File: src/rtl/mem_access_stage.sv
// ----------------------------------------------------------------------------
// mem_access_stage
//
// Memory-access pipeline stage between ExecuteCalc and MemWB.
//
// The stage takes one instruction from execute. For a legal load or store it
// issues a single data-memory request over a req/ack handshake. It also
// builds the byte enables and the lane-replicated store data. For loads it
// shifts the returned word so the addressed byte sits at bit 0; MemWB does
// the sign/zero extension. Upstream is stalled while a request is
// outstanding. A misaligned or illegal-width access does not touch memory.
// It becomes a no-writeback bubble (wb_wb_op = WNONE) plus a one-cycle
// exception pulse.
//
// Ports
//   clk, reset        clock, synchronous active-high reset
//   ex_valid          execute-stage instruction valid
//   ex_mem_op         0=NONE 1=LOAD 2=STORE 3=reserved (as NONE)
//   ex_wb_op          writeback selector, passed through
//   ex_funct3         access width/sign (0=B 1=H 2=W 4=BU 5=HU)
//   ex_alu_result     ALU result / byte address
//   ex_rs2_data       store data
//   ex_rd, ex_pc      destination register id, instruction PC
//   stall_out         upstream must hold ex_* this cycle
//   mem_req/we/addr/wdata/be   data-memory request (held until mem_ack)
//   mem_ack, mem_rdata         memory completion and load word
//   wb_*              registered outputs to MemWB
//   wb_mem_data       load word shifted right by addr[1:0]*8
//   misalign_exc      one-cycle fault pulse, aligned with its wb bubble
//   misalign_addr     last faulting byte address
// ----------------------------------------------------------------------------
module mem_access_stage #(
    parameter int ADDR_W = 32
) (
    input  logic              clk,
    input  logic              reset,
    input  logic              ex_valid,
    input  logic [1:0]        ex_mem_op,
    input  logic [2:0]        ex_wb_op,
    input  logic [2:0]        ex_funct3,
    input  logic [31:0]       ex_alu_result,
    input  logic [31:0]       ex_rs2_data,
    input  logic [7:0]        ex_rd,
    input  logic [31:0]       ex_pc,
    output logic              stall_out,
    output logic              mem_req,
    output logic              mem_we,
    output logic [ADDR_W-1:0] mem_addr,
    output logic [31:0]       mem_wdata,
    output logic [3:0]        mem_be,
    input  logic              mem_ack,
    input  logic [31:0]       mem_rdata,
    output logic              wb_valid,
    output logic [2:0]        wb_wb_op,
    output logic [2:0]        wb_funct3,
    output logic [31:0]       wb_alu_result,
    output logic [7:0]        wb_rd,
    output logic [31:0]       wb_pc,
    output logic [31:0]       wb_mem_data,
    output logic              misalign_exc,
    output logic [31:0]       misalign_addr
);

    localparam logic [1:0] OP_LOAD  = 2'd1;
    localparam logic [1:0] OP_STORE = 2'd2;
    localparam logic [2:0] WB_NONE  = 3'd0;

    typedef enum logic {
        IDLE = 1'b0,
        WAIT = 1'b1
    } state_t;

    state_t state, state_nxt;

    // ------------------------------------------------------------------------
    // Access decode helpers
    // ------------------------------------------------------------------------
    function automatic logic [3:0] be_gen(input logic [2:0] f3, input logic [1:0] a);
        logic [3:0] be;
        case (f3[1:0])
            2'd0:    be = 4'b0001 << a;
            2'd1:    be = 4'b0011 << a;
            default: be = 4'b1111;
        endcase
        return be;
    endfunction

    function automatic logic [31:0] wdata_gen(input logic [2:0] f3, input logic [31:0] d);
        logic [31:0] w;
        case (f3[1:0])
            2'd0:    w = {4{d[7:0]}};
            2'd1:    w = {2{d[15:0]}};
            default: w = d;
        endcase
        return w;
    endfunction

    function automatic logic access_bad(input logic [2:0] f3, input logic store,
                                        input logic [1:0] a);
        logic bad;
        bad = 1'b0;
        if (f3 == 3'd3 || f3 == 3'd6 || f3 == 3'd7) bad = 1'b1;
        if (store && f3[2])                         bad = 1'b1;
        if (f3[1:0] == 2'd1 && a[0])                bad = 1'b1;
        if (f3 == 3'd2 && a != 2'd0)                bad = 1'b1;
        return bad;
    endfunction

    // ------------------------------------------------------------------------
    // Stage p0: combinational decode of the execute-stage instruction
    // ------------------------------------------------------------------------
    logic              is_mem_p0;
    logic              is_store_p0;
    logic              bad_p0;
    logic              go_mem_p0;
    logic              ack_p0;
    logic [ADDR_W-1:0] addr_word_p0;

    assign is_mem_p0    = (ex_mem_op == OP_LOAD) || (ex_mem_op == OP_STORE);
    assign is_store_p0  = (ex_mem_op == OP_STORE);
    assign bad_p0       = is_mem_p0 && access_bad(ex_funct3, is_store_p0, ex_alu_result[1:0]);
    assign go_mem_p0    = ex_valid && is_mem_p0 && !bad_p0;
    // An ack is only meaningful while a request is actually outstanding.
    assign ack_p0       = mem_ack && mem_req;
    assign addr_word_p0 = ADDR_W'(ex_alu_result) & ~ADDR_W'(3);

    assign stall_out = (state == WAIT) && !reset;

    always_ff @(posedge clk) begin
        if (reset) state <= IDLE;
        else       state <= state_nxt;
    end

    always_comb begin
        state_nxt = state;
        case (state)
            IDLE:    if (go_mem_p0) state_nxt = WAIT;
            WAIT:    if (ack_p0)    state_nxt = IDLE;
            default: state_nxt = IDLE;
        endcase
    end

    // ------------------------------------------------------------------------
    // Stage p1: instruction captured while its memory access is in flight
    // ------------------------------------------------------------------------
    logic [2:0]  wb_op_p1;
    logic [2:0]  funct3_p1;
    logic [31:0] alu_p1;
    logic [7:0]  rd_p1;
    logic [31:0] pc_p1;
    logic        load_p1;
    logic [1:0]  lane_p1;

    always_ff @(posedge clk) begin
        if (state == IDLE && go_mem_p0) begin
            wb_op_p1  <= ex_wb_op;
            funct3_p1 <= ex_funct3;
            alu_p1    <= ex_alu_result;
            rd_p1     <= ex_rd;
            pc_p1     <= ex_pc;
            load_p1   <= !is_store_p0;
            lane_p1   <= ex_alu_result[1:0];
        end
    end

    // ------------------------------------------------------------------------
    // Stage p2: registered memory request and MemWB outputs
    // ------------------------------------------------------------------------
    always_ff @(posedge clk) begin
        if (reset) begin
            mem_req       <= 1'b0;
            mem_we        <= 1'b0;
            mem_addr      <= '0;
            mem_wdata     <= '0;
            mem_be        <= '0;
            wb_valid      <= 1'b0;
            wb_wb_op      <= WB_NONE;
            wb_funct3     <= '0;
            wb_alu_result <= '0;
            wb_rd         <= '0;
            wb_pc         <= '0;
            wb_mem_data   <= '0;
            misalign_exc  <= 1'b0;
            misalign_addr <= '0;
        end else begin
            wb_valid     <= 1'b0;
            misalign_exc <= 1'b0;
            case (state)
                IDLE: begin
                    if (ex_valid) begin
                        if (go_mem_p0) begin
                            mem_req   <= 1'b1;
                            mem_we    <= is_store_p0;
                            mem_addr  <= addr_word_p0;
                            mem_be    <= be_gen(ex_funct3, ex_alu_result[1:0]);
                            mem_wdata <= wdata_gen(ex_funct3, ex_rs2_data);
                        end else begin
                            // Pass-through op, or a faulting access turned into a bubble.
                            wb_valid      <= 1'b1;
                            wb_wb_op      <= bad_p0 ? WB_NONE : ex_wb_op;
                            wb_funct3     <= ex_funct3;
                            wb_alu_result <= ex_alu_result;
                            wb_rd         <= ex_rd;
                            wb_pc         <= ex_pc;
                            wb_mem_data   <= '0;
                            if (bad_p0) begin
                                misalign_exc  <= 1'b1;
                                misalign_addr <= ex_alu_result;
                            end
                        end
                    end
                end
                WAIT: begin
                    if (ack_p0) begin
                        mem_req       <= 1'b0;
                        wb_valid      <= 1'b1;
                        wb_wb_op      <= wb_op_p1;
                        wb_funct3     <= funct3_p1;
                        wb_alu_result <= alu_p1;
                        wb_rd         <= rd_p1;
                        wb_pc         <= pc_p1;
                        wb_mem_data   <= load_p1 ? (mem_rdata >> {lane_p1, 3'b000}) : 32'd0;
                    end
                end
                default: ;
            endcase
        end
    end

endmodule

File: config.mk
export PLATFORM = sky130hd
export DESIGN_NAME = mem_access_stage
export DESIGN_NICKNAME = d
export VERILOG_FILES = /design/src/rtl/mem_access_stage.sv
export SDC_FILE = /design/constraint.sdc
export NUM_CORES = 1
export LEC_CHECK = 0
export CAP_MARGIN = 20
export CELL_PAD_IN_SITES_DETAIL_PLACEMENT = 1
export CELL_PAD_IN_SITES_GLOBAL_PLACEMENT = 2
export CORE_MARGIN = 2
export CORE_UTILIZATION = 30
export DETAILED_ROUTE_END_ITERATION = 16
export PLACE_DENSITY = 0.86
export SYNTH_ARGS = -nofsm -noshare
export SYNTH_HDL_FRONTEND = slang
export SYNTH_SLANG_ARGS = --single-unit
File: constraint.sdc
create_clock -name clk -period 4.4 [get_ports clk]
set_input_delay 0.66 -clock clk [delete_from_list [all_inputs] [get_ports clk]]
set_output_delay 0.66 -clock clk [all_outputs]
set_load 0.05 [all_outputs]
==> metrics.log <==
INFO  metric cts_inserted_buffers = 36
INFO  metric synthDistinctLibCells = 47
INFO  metric via_count = ~11000
INFO  metric arrival_worst_endpoint = 2.25 ns
INFO  metric worst_path_max_delay_cell = clkdlybuf4s50_1
INFO  metric grt_setup_unrepaired = no
INFO  metric crit_fanout = 37
INFO  metric peak_per_stage_delay_on_the_critical_path = ~0.83 ns
INFO  metric timing.max_slew.rel_slack = approximately 34%
INFO  metric clk_latency_worst_skew_pair = between 0.5 and 0.6 ns
INFO  metric clock_transition_at_the_register_clock_pins_on_the_worst_setup_and_hold_paths_after_cts = about 0.05 ns
INFO  metric dpl.cell_count = 2000
INFO  metric synth_top_area_cell = dfxtp_1
INFO  metric firstDrtPassIters = 6
INFO  metric power.ir.vdd_worst = roughly 0.21 mV
INFO  metric crit_path_start_kind = register
INFO  metric layout-drive-gt1-share = around 6.1%
INFO  metric power.static_leakage = approximately 6 nW
INFO  metric crit_path_start = state
INFO  metric clk_path_buf_depth = 3
INFO  metric crit-reg2reg-launch = state
INFO  metric wl = approximately 45000 µm
INFO  metric port_buffers = 360
INFO  metric routed_wire_length_per_instance = 21.65 µm
INFO  metric initial_core_util = a little over 30%
INFO  metric global_route.overflow_total = 0
INFO  metric worstPathBufferInverterCount = 2
INFO  metric htree_levels = 2
INFO  metric design.die.area = 0.04097 mm²
INFO  metric min_period = 2.909 ns
INFO  metric mean_post_synth_cell_area = between 9 and 10 µm²
INFO  metric route.detailed.vias_per_inst = ~5.2
INFO  metric netlist_instances = 1219
INFO  metric layout.nets = 1669
INFO  metric critical_path_cell_count = 3
INFO  metric critical_path_s_top_delay_family = buffers and inverters
INFO  metric post_cts_buffers = 0
INFO  metric crit_path_end = stall_out
INFO  metric synth.yosys.seq_area_share = 56.19%
INFO  metric cts_tree = built
INFO  metric core-area = just under 0.04 mm²
INFO  metric post-route-period-util = about two thirds
INFO  metric final.fill_count = 4330
INFO  metric timing.hold.worst.class = register to register
INFO  metric cts-hold-fix-buffers = 0
INFO  metric ant_nets = 0
INFO  metric synth.area.top_cells = dfxtp_1 36%, edfxtp_1 20%, a21oi_1 11%
INFO  metric synthArstFlopShare = 0%
INFO  metric die_y = roughly 200 µm
INFO  metric setup-tns-final = 0 ns
INFO  metric power.density = between 400 and 500 mW/mm²
INFO  metric count_of_maximum_capacitance_violations = 0
INFO  metric setup.worst_path.class = register to output port
INFO  metric timing.critical_path.cells = inv_2, nor2_1, clkdlybuf4s50_1
INFO  metric finish.cell_count_without_fillers = 2069
INFO  metric place.gp.congestion = 0.8141
INFO  metric clk_root_buffer_cell = clkbuf_16
INFO  metric num_io_pins = roughly 360
INFO  metric max_freq = 0.3437 GHz
INFO  metric outcome = completed
INFO  metric total_power = ~7.5 mW
INFO  metric postSynth.topFlopCell = dfxtp_1
INFO  metric place_hpwl = roughly 29000 µm
INFO  metric remaining_drc_errors = 0
INFO  metric track_usage = a little over a fifth
INFO  metric synth_seq_cells = roughly 290
INFO  metric drv_slew = 0
INFO  metric core.rowCount = 72
INFO  metric grt_start_max_net_pins = 78
INFO  metric detail_route.iter0.violations = about 560
INFO  metric critPathCaptureType = output port
INFO  metric timing.reg2reg.setup_slack = roughly 1.8 ns
INFO  metric cts_resized = 0
INFO  metric setup-violations-final = 0
INFO  metric area_delta_synth_final = 43.29%
INFO  metric post-synth-top-area-fraction = about 36%
INFO  metric tightest_slew = 0.9889 ns
INFO  metric postLayoutCoreUtil = about 44%
INFO  metric reg2regPathDepth = 4
INFO  metric finClkSkew = 0.01419 ns
INFO  metric antenna_found_initial = 5
INFO  metric synth.cell_area = 0.01181 mm²
INFO  metric final.hold.worst_slack = approximately 0.45 ns
INFO  metric grt_first_pass_wirelength = 68820 µm
INFO  metric synth-edff-count = approximately 80
INFO  metric rr_endpoint = wb_pc[15]
INFO  metric die_w = 202.4 µm
INFO  metric vias_in_the_first_global_route = around 11000
INFO  metric clock_sinks = around 290
INFO  metric synth-warning-count = 0
INFO  metric crit_required = 3.74 ns
INFO  metric final_hold_vios = 0
-- state kept, by name, indices dropped and copies added, names as in the netlist --
signal,flops
alu_p1,32
mem_wdata,32
misalign_addr,32
pc_p1,32
wb_alu_result,32
wb_mem_data,32
wb_pc,32
mem_addr,30
rd_p1,8
wb_rd,8
mem_be,4
funct3_p1,3
wb_funct3,3
wb_op_p1,3
wb_wb_op,3
load_p1,1
mem_req,1
mem_we,1
misalign_exc,1
state,1
wb_valid,1
-- how the worst min path moves through the flow --
stage	depth (start not counted)	from	end	slack [ns]
final	2	mem_addr[13]	mem_addr[13]	0.45
after global routing	2	misalign_addr[10]	misalign_addr[10]	0.48
after CTS	2	mem_addr[27]	mem_addr[27]	0.46
after detailed placement	2	mem_wdata[3]	mem_wdata[3]	0.45
after global placement	2	mem_addr[16]	mem_addr[16]	0.44
after floorplan	2	wb_op_p1[0]	wb_wb_op[0]	0.48
-- area by class of cell --
type	count	area [µm²]	area share, %
flip-flops and latches	292	6640	39.24
multi-input cells	789	4628	27.35
repair buffers	382	3804	22.48
clock buffers	48	987.2	5.834
well taps	518	648.1	3.830
clock inverters	16	125.1	0.7394
inverters	19	77.57	0.4584
diodes	5	12.51	0.07394
-- cells in the mapped netlist, types with 2 or more instances --
master    instances
buf_2            14
dfxtp_1         213
o22ai_1          17
buf_6             7
edfxtp_1         79
buf_1             8
inv_1            16
and3_1           10
a211oi_1         24
nand3_1          19
o31ai_1          75
o21ai_0           8
nand2_1         162
mux2i_1          43
o221a_1           2
o32ai_1           3
nor3b_1           2
a21oi_1         257
nand2b_1          2
nor3_1            9
o211ai_1         16
o21a_1           72
nor2_1           35
inv_2             2
o221a_2           6
clkbuf_1         89
buf_4             2
a22oi_1           8
-- placed cells by master, fill, tap and decap left out, types with 5 or more instances in the layout --
| cell type | synthesis | routed |
|---|---|---|
| a211oi_1 | 24 | 24 |
| a21oi_1 | 257 | 256 |
| a22oi_1 | 8 | 8 |
| and3_1 | 10 | 10 |
| buf_4 | 2 | 20 |
| clkbuf_1 | 89 | 9 |
| clkbuf_16 | 0 | 37 |
| clkdlybuf4s50_1 | 0 | 359 |
| clkinv_1 | 1 | 8 |
| clkinv_2 | 0 | 7 |
| dfxtp_1 | 213 | 212 |
| diode_2 | 0 | 5 |
| edfxtp_1 | 79 | 79 |
| inv_1 | 16 | 14 |
| mux2i_1 | 43 | 43 |
| nand2_1 | 162 | 162 |
| nand3_1 | 19 | 18 |
| nor2_1 | 35 | 35 |
| nor3_1 | 9 | 8 |
| o211ai_1 | 16 | 16 |
| o21a_1 | 72 | 72 |
| o21ai_0 | 8 | 8 |
| o221a_2 | 6 | 6 |
| o22ai_1 | 17 | 17 |
| o31ai_1 | 75 | 75 |
-- stage by stage --
stage | setup slack [ns] | cell area (µm²)
global placement | 0.9612 | 15800
floorplan | 1.215 | 11810
CTS | 1.440 | 16910
global route | 1.262 | 16920
finish | 1.491 | 16920
detailed placement | 0.8678 | 15800
-- worst register-to-register path, stage by stage (launching register included) --
cell and delay (ns):
dfxtp_4 0.50, buf_4 0.42, o21bai_4 0.68, buf_4 0.66, a21oi_1 0.20
-- per-layer routing --
metal  share of wire, %  global-route usage (%)  vias up
li1                   -                       -     5036
met1                 43                   27.31     5294
met2                 48                   34.69      339
met3                6.7                   5.595       71
met4                2.8                   8.316        0
met5                  0                       0        -
-- report_power, final --
part	leakage (nW)	total (mW)	switching, mW	internal, mW
logic	2.90	1.58	1.04	0.542
clock network	0.548	2.83	1.14	1.69
registers	2.47	3.05	0.100	2.95
-- kinds of logic (layout without fill, tap and decap cells) --
family                     Yosys count  after routing  synth area share [%]
AOI/OAI and AO/OA                  496            496                 26.14
DFF                                292            292                 56.19
and+or+nand+nor                    247            247                 8.815
buffers and inverters              139            465                 5.075
muxes                               43             43                 3.644
adders and majority gates            1              1                0.1059
other                                1              7               0.03175
No activity file was read; power rests on OpenSTA's default activity.
